`src/rtl/hamming74_serial_encoder.sv`:
```
// Hamming(7,4) serial transmitter: buffers one nibble, encodes it on load and shifts
// the codeword out LSB first, followed by GAP_BITS guard slots at IDLE_LEVEL.
module hamming74_serial_encoder #(
    parameter int   GAP_BITS   = 1,
    parameter logic IDLE_LEVEL = 1'b0
) (
    input  logic       clk,
    input  logic       rst_n,
    input  logic       ena,
    input  logic [3:0] data_in,
    input  logic       data_valid,
    output logic       data_ready,
    output logic       encode_out,
    output logic       frame_start,
    output logic       busy
);

    // state | meaning
    // IDLE  | line at IDLE_LEVEL, waiting for a pending nibble
    // SEND  | codeword bit b[slot] on encode_out
    // GAP   | guard slot number slot at IDLE_LEVEL
    typedef enum logic [1:0] {IDLE, SEND, GAP} state_t;

    generate
        if (GAP_BITS < 0 || GAP_BITS > 7) begin : g_bad_gap
            $error("hamming74_serial_encoder: GAP_BITS must be in 0..7");
        end
    endgenerate

    localparam logic [2:0] GAP_LAST = (GAP_BITS > 0) ? 3'(GAP_BITS - 1) : 3'd0;

    state_t     state, state_nxt;
    logic [3:0] pend, pend_nxt;
    logic       pend_v, pend_v_nxt;
    logic [6:0] shifter, shifter_nxt;
    logic [2:0] slot, slot_nxt;
    logic       out_nxt;
    logic       fs_nxt;
    logic       load;
    logic       accept;
    logic [6:0] cw;

    function automatic logic [6:0] encode74(input logic [3:0] d);
        return {d[3] ^ d[2] ^ d[0], d[3] ^ d[1] ^ d[0], d[3],
                d[2] ^ d[1] ^ d[0], d[2], d[1], d[0]};
    endfunction

    // rst_n gates ready so nothing is accepted while reset is held
    assign data_ready = ena & ~pend_v & rst_n;
    assign accept     = data_valid & data_ready;
    assign busy       = (state != IDLE);

    always_comb begin
        state_nxt   = state;
        pend_nxt    = pend;
        pend_v_nxt  = pend_v;
        shifter_nxt = shifter;
        slot_nxt    = slot;
        out_nxt     = encode_out;
        fs_nxt      = frame_start;
        load        = 1'b0;
        cw          = encode74(pend);
        if (ena) begin
            fs_nxt = 1'b0;
            if (accept) begin
                pend_nxt   = data_in;
                pend_v_nxt = 1'b1;
            end
            case (state)
                IDLE: begin
                    out_nxt = IDLE_LEVEL;
                    load    = pend_v;
                end
                SEND: begin
                    if (slot != 3'd6) begin
                        slot_nxt    = slot + 3'd1;
                        out_nxt     = shifter[0];
                        shifter_nxt = shifter >> 1;
                    end else if (GAP_BITS > 0) begin
                        state_nxt = GAP;
                        slot_nxt  = 3'd0;
                        out_nxt   = IDLE_LEVEL;
                    end else if (pend_v) begin
                        load = 1'b1;
                    end else begin
                        state_nxt = IDLE;
                        slot_nxt  = 3'd0;
                        out_nxt   = IDLE_LEVEL;
                    end
                end
                GAP: begin
                    if (slot != GAP_LAST) begin
                        slot_nxt = slot + 3'd1;
                        out_nxt  = IDLE_LEVEL;
                    end else if (pend_v) begin
                        load = 1'b1;
                    end else begin
                        state_nxt = IDLE;
                        slot_nxt  = 3'd0;
                        out_nxt   = IDLE_LEVEL;
                    end
                end
                default: begin
                    state_nxt = IDLE;
                    slot_nxt  = 3'd0;
                    out_nxt   = IDLE_LEVEL;
                end
            endcase
            // b0 goes straight to the line; the shifter keeps b1..b6
            if (load) begin
                shifter_nxt = {1'b0, cw[6:1]};
                out_nxt     = cw[0];
                fs_nxt      = 1'b1;
                pend_v_nxt  = 1'b0;
                slot_nxt    = 3'd0;
                state_nxt   = SEND;
            end
        end
    end

    always_ff @(posedge clk or negedge rst_n) begin
        if (!rst_n) begin
            state       <= IDLE;
            pend        <= 4'd0;
            pend_v      <= 1'b0;
            shifter     <= 7'd0;
            slot        <= 3'd0;
            encode_out  <= IDLE_LEVEL;
            frame_start <= 1'b0;
        end else begin
            state       <= state_nxt;
            pend        <= pend_nxt;
            pend_v      <= pend_v_nxt;
            shifter     <= shifter_nxt;
            slot        <= slot_nxt;
            encode_out  <= out_nxt;
            frame_start <= fs_nxt;
        end
    end

endmodule

```
`config.mk`:
```
export PLATFORM = sky130hd
export DESIGN_NAME = hamming74_serial_encoder
export DESIGN_NICKNAME = d
export VERILOG_FILES = /design/src/rtl/hamming74_serial_encoder.sv
export SDC_FILE = /design/constraint.sdc
export NUM_CORES = 1
export LEC_CHECK = 0
export CORE_MARGIN = 1
export CORE_UTILIZATION = 30
export CTS_CLUSTER_SIZE = 8
export DETAILED_ROUTE_END_ITERATION = 8
export GPL_TIMING_DRIVEN = 0
export PLACE_DENSITY = 0.58
export REMOVE_ABC_BUFFERS = 1
export SETUP_SLACK_MARGIN = 0.5
export SYNTH_ARGS = -nofsm -noshare
export SYNTH_HDL_FRONTEND = slang
export SYNTH_SLANG_ARGS = --single-unit
```
`constraint.sdc`:
```
create_clock -name clk -period 2.4 [get_ports clk]
set_clock_uncertainty 0.05 [all_clocks]
set_input_delay 0.48 -clock clk [delete_from_list [all_inputs] [get_ports clk]]
set_output_delay 0.48 -clock clk [all_outputs]
set_load 0.01 [all_outputs]
```
==> results.json, run 1 <==
{
  "globalplace.congestion": 0.754,
  "max_cap_violations": 0,
  "finalMaxSlewViolations": 0,
  "powerDensity_mw_per_mm2": 1210,
  "vias": 762,
  "vias_per_cell": 4.92,
  "syn_area_per_cell_um2": 10.6,
  "fillCellCount": 308,
  "cts-root-buf": "clkbuf_4",
  "ios": 12,
  "dieHeight_um": 60.0,
  "yosys.area.top_type": "dfrtp_1",
  "grt_setup_unrepaired": "false",
  "start_kind": "flop",
  "leakagePower_nw": 0.529,
  "nNetsFinal": 126,
  "grt_pass1_wl_um": 3570,
  "hold_viol_final": 0,
  "critical_path_peak_fanout": 3,
  "ys_seq_area_share_pct": 44.6,
  "end_kind": "output pin",
  "synth_edf_count": 0,
  "drc": 0,
  "die-area_mm2": 0.00360,
  "diodes": 0,
  "drt_iter0_drc": 11,
  "outcome": "finished, final reports clean",
  "layout-drive-gt1-share_pct": 22.5,
  "port-buffer-count": 11,
  "ys_warn_count": 0,
  "synth_area_leaders": "dfrtp_1, ha_1, mux2_2, a21oi_1, o22ai_1",
  "syn2layout_area_growth_pct": 22.7,
  "routed_wl_um": 2080,
  "path_class": "flop to output pin",
  "final_antenna_net_count": 0,
  "track_usage_pct": 13.7,
  "die_w_um": 60.0,
  "worstMarginPinSlew_ns": 0.852,
  "dr.pass1.iters": 3,
  "synthCells": 95,
  "netlist_area_mm2": 0.00101,
  "cp_data_required_time_ns": 1.87,
  "insertion_delay_ns": 0.30,
  "yosys-top-cells-count": "dfrtp_1, a21oi_1, inv_1",
  "grt_antenna_before_repair": 0,
  "setup_violations": 0,
  "wl_per_cell_um": 13.4,
  "min_path_type": "flop to flop",
  "hpwl_um": 1470,
  "grt_pass1_vias": 786,
  "layout_min_cycle_time_ns": 1.84,
  "ys_ff_latch": 18,
  "start_util_pct": 32.3,
  "final.period_utilization_pct": 76.7,
  "ir_drop_mv": 0.431,
  "cts_buffer_depth": 2,
  "tritoncts.num_buffers": 3,
  "clk_pin_slew_ns": 0.11,
  "utilization_pct": 39.6,
  "grt_max_degree": 19,
  "row_count": 20,
  "grt_overflow": 0,
  "ys.flop_type": "dfrtp_1",
  "arrival_ns": 1.31,
  "cts_tree": "done",
  "synth.top_cell.area_share_pct": 44.6,
  "yosysUniqueCellTypes": 34,
  "core_mm2": 0.00313,
  "clock-sinks": 18,
  "fin_setup_tns_ns": 0,
  "htree_levels": 1,
  "relSlewSlack_pct": 43.0,
  "max_freq_ghz": 0.544,
  "ys_async_sr_fraction_pct": 100,
  "yosysMostFrequentCell": "dfrtp_1"
}
==> stage by stage <==
stage | std cells | hold WS (ns) | total power, mW | worst slack [ns] | area [µm²]
final | 155 | 0.473 | 1.50 | 0.560 | 1240
after global routing | 155 | 0.510 | 1.63 | 0.501 | 1240
after CTS | 155 | 0.478 | 1.48 | 0.529 | 1220
after detailed placement | 148 | 0.453 | 1.27 | -0.567 | 1160
after global placement | 148 | 0.443 | 1.24 | -0.575 | 1160
after floorplan | 93 | 0.134 | 1.06 | 0.819 | 993
==> cell families (layout without fill, tap and decap cells) <==
group	Yosys count	after routing	share of synthesized area, %
mux	5	5	5.58
compound gates	28	28	20.8
buf+inv	10	26	4.58
simple gates	23	23	12.6
fa+ha+maj	6	6	7.43
flops	18	18	44.6
xor+xnor	5	5	4.34
==> worst max-delay path, stage by stage (launching register included) <==
cell	delay [ns]
dfrtp_1	0.42
inv_2	0.10
ha_4	0.14
inv_1	0.06
dlygate4sd2_1	0.28
==> routing by layer <==
layer	GRT usage, %	routed length (µm)	vias up
met3	1.08	44	2
met1	18.9	1060	373
met4	7.31	27	0
met2	21.4	951	9
met5	0	0	-
li1	-	-	378
==> placed cells by master (no fill, tap or decap), drive strengths merged, types with 2 or more instances in the layout <==
| cell | instances |
|---|---|
| nor4 | 2 |
| inv | 8 |
| clkbuf | 4 |
| xor2 | 2 |
| a21bo | 2 |
| ha | 6 |
| clkdlybuf4s50 | 7 |
| a21oi | 9 |
| mux2 | 5 |
| a31oi | 2 |
| buf | 3 |
| nor2 | 7 |
| nand2 | 6 |
| xnor2 | 3 |
| dfrtp | 18 |
| o22ai | 6 |
| nand2b | 2 |
| dlygate4sd2 | 2 |
==> layout make-up <==
type                    count  area (µm²)  share of cell area, %
inverters                   8        30.0                   2.42
flip-flops and latches     18         450                   36.4
repair buffers             14         135                   10.9
well taps                  44        55.1                   4.44
multi-input cells          67         532                   42.9
clock buffers               4        36.3                   2.93
==> worst paths after layout <==
check                            start  slack, ns     endpoint  depth (start not counted)
max reg2reg                   state[0]       0.62      slot[2]                          6
min reg2reg                frame_start       0.47  frame_start                          1
min                        frame_start       0.47  frame_start                          1
max in group asynchronous        rst_n       1.01       pend_v                          2
max                           state[0]       0.56         busy                          4
min in group asynchronous        rst_n       0.77   shifter[1]                          2
==> flip-flops by register name (all words and copies together) (netlist names) <==
signal,count
pend,4
frame_start,1
pend_v,1
shifter,6
state,2
encode_out,1
slot,3
==> power breakdown <==
part | leakage [nW] | switching (mW) | internal (mW)
sequential | 0.219 | 0.110 | 0.428
combinational | 0.288 | 0.397 | 0.373
clock | 0.0210 | 0.100 | 0.0924
total | 0.529 | 0.608 | 0.894
==> timing repair <==
| action | 4_1_cts | 5_1_grt |
|---|---|---|
| buffers inserted | 2 | 0 |
| setup endpoints to repair | 7 | 2 |
| hold buffers | 1 | 0 |
| resized for setup | 14 | 2 |
| endpoints found under the hold margin | 18 | 0 |
No activity file was read; power rests on OpenSTA's default activity.
==> inputs of run 2 (changes only) <==
==> constraint.sdc (replaced) <==
create_clock -name clk -period 1.7 [get_ports clk]
set_clock_uncertainty 0.05 [all_clocks]
set_input_delay 0.34 -clock clk [delete_from_list [all_inputs] [get_ports clk]]
set_output_delay 0.34 -clock clk [all_outputs]
set_load 0.01 [all_outputs]
==> run 2 against run 1 <==
Net effect: flip-flop and latch count is the same; setup slack got worse by 0.46 ns; highest routed layer unchanged; non-clock buffer count rose by 9; wire length is 16% higher; register-to-register slack got worse by 0.52 ns; die area stayed put; sequential share of layout area shrank 5.6 points; critical path type is now flop to flop.
==> results.json, run 2 (same netlist as run 1, synthesis figures left out) <==
{
  "swShare_pct": 41.6,
  "vias_per_cell": 4.92,
  "max_cap_violations": 0,
  "tritoncts.num_buffers": 3,
  "final.period_utilization_pct": 94.4,
  "utilization_pct": 47.0,
  "reg2reg_slack_ns": 0.1,
  "wl_per_cell_um": 14.7,
  "final_cell_mix": "dfrtp_1, buf_4, a21oi_1",
  "cts_buffer_depth": 2,
  "power.share.clock_pct": 10.5,
  "cts_tree": "done",
  "min_path_type": "primary input to asynchronous set/reset pin",
  "die_w_um": 60.0,
  "ir_drop_mv": 0.615,
  "grt_overflow": 0,
  "outcome": "finished, final reports clean",
  "insertion_delay_ns": 0.29,
  "cp_data_required_time_ns": 1.89,
  "worstMarginPinSlew_ns": 0.844,
  "dieHeight_um": 60.0,
  "stdcell_area_mm2": 0.00147,
  "internal-power_mw": 1.50,
  "die-area_mm2": 0.00360,
  "placedInstanceArea_mm2": 0.00116,
  "leakagePower_nw": 0.611,
  "htree_levels": 1,
  "grt_antenna_before_repair": 0,
  "reg_top3": "shifter: 6 flops, pend: 4 flops, slot: 3 flops",
  "powerDensity_mw_per_mm2": 1750,
  "track_usage_pct": 15.2,
  "layout-drive-gt1-share_pct": 45.8,
  "clk_pin_slew_ns": 0.11,
  "diodes": 0,
  "hold_viol_final": 0,
  "grt_pass1_wl_um": 3990,
  "setup_violations": 0,
  "clock-sinks": 18,
  "arrival_ns": 1.79,
  "relSlewSlack_pct": 43.7,
  "globalplace.congestion": 0.754,
  "seq_power_share_pct": 29.5,
  "end_kind": "flop",
  "grt_setup_unrepaired": "true",
  "cp_cell_sequence": "ha_4 > buf_4 > a21boi_4 > o221ai_4 > nor4b_1 > a211o_1",
  "critical_path_peak_fanout": 4,
  "row_count": 20,
  "layout_commonest_cell": "dfrtp_1",
  "largest_register_ffs": 6,
  "pwr-share-comb_pct": 60.1,
  "layout_min_cycle_time_ns": 1.60,
  "routed_wl_um": 2410,
  "port-buffer-count": 11,
  "path_class": "flop to flop",
  "final_antenna_net_count": 0,
  "grt_pass1_vias": 851,
  "cts-root-buf": "clkbuf_4",
  "syn2layout_area_growth_pct": 45.6,
  "max_freq_ghz": 0.623,
  "top_register": "shifter",
  "finalMaxSlewViolations": 0,
  "switchingPower_mw": 1.07,
  "pre_cts_ws_ns": -0.987,
  "fin_ws_ns": 0.0958,
  "start_kind": "flop",
  "dr.pass1.iters": 4,
  "core_mm2": 0.00313,
  "critPathMaxStageDelay_ns": 0.44,
  "drc": 0,
  "ios": 12,
  "drt_iter0_drc": 6,
  "start_util_pct": 32.3,
  "hpwl_um": 1470,
  "nNetsFinal": 135,
  "vias": 807,
  "cp_slowest_cell": "dfrtp_1",
  "grt_max_degree": 19
}
## run 2: cell types whose count changed in the layout (fill, tap and decap cells not counted), sizes merged
cell,before,now
dlymetal6s4s,0,1
clkdlybuf4s50,7,5
clkdlybuf4s15,1,0
buf,3,17
dlygate4sd2,2,0
dlygate4sd3,1,0
## run 2: cell type report
class	count	area, µm²
clock buffer	4	36.3
fill	291	1660
inverter	8	32.5
multi-input combinational	67	693
sequential	18	452
tap	44	55.1
timing repair buffer	23	201
## run 2: power groups by stage
stage / Sequential [mW] / Combinational [mW] / Clock, mW
final: 0.757 / 1.54 / 0.269
after global routing: 0.787 / 1.67 / 0.296
after CTS: 0.749 / 1.41 / 0.275
after detailed placement: 0.784 / 1.00 / 0
after global placement: 0.776 / 0.982 / 0
after floorplan: 0.746 / 0.757 / 0
## run 2: per-stage QoR
step / total power, mW / hold WS, ns / std cells / TNS (ns)
2_1_floorplan: 1.50 / -0.00559 / 93 / 0
3_3_place_gp: 1.76 / 0.443 / 148 / -5.84
3_5_place_dp: 1.79 / 0.453 / 148 / -6.09
4_1_cts: 2.43 / 0.398 / 161 / 0
5_1_grt: 2.76 / 0.313 / 164 / 0
6_report: 2.57 / 0.276 / 164 / 0
## run 2: critical path: cells and delay by family, from the launching register on
kind	cells	cell delay [ns]
AO/OA/AOI/OAI	3	0.47
AND/OR/NAND/NOR	1	0.28
flip-flops	1	0.44
buffers and inverters	1	0.13
adder cells (fa/ha/maj)	1	0.18
## run 2: timing repair
action	CTS	global route
cloned	0	0
hold buffers	1	0
endpoints found under the hold margin	18	0
pin swaps	14	3
gates resized for setup	52	16
setup endpoints to repair	22	40
setup buffers	8	3
## run 2: metal layers
| layer | part of all wire, % | track usage, % | vias to the layer above |
|---|---|---|---|
| met5 | 0 | 0 | - |
| met4 | 1.2 | 6.98 | 0 |
| met3 | 3.1 | 1.30 | 2 |
| met2 | 50 | 24.4 | 15 |
| met1 | 46 | 20.7 | 399 |
| li1 | - | - | 391 |
## run 2: path summary, 6_finish.rpt
path                                  start     endpoint  depth (start not counted)
max in group asynchronous             rst_n       pend_v                          2
worst min register to register  frame_start  frame_start                          1
worst min-delay path                  rst_n   shifter[4]                          2
min in group clk                        ena       pend_v                          2
worst max-delay path                slot[1]      slot[2]                          6
worst max register to register      slot[1]      slot[2]                          6
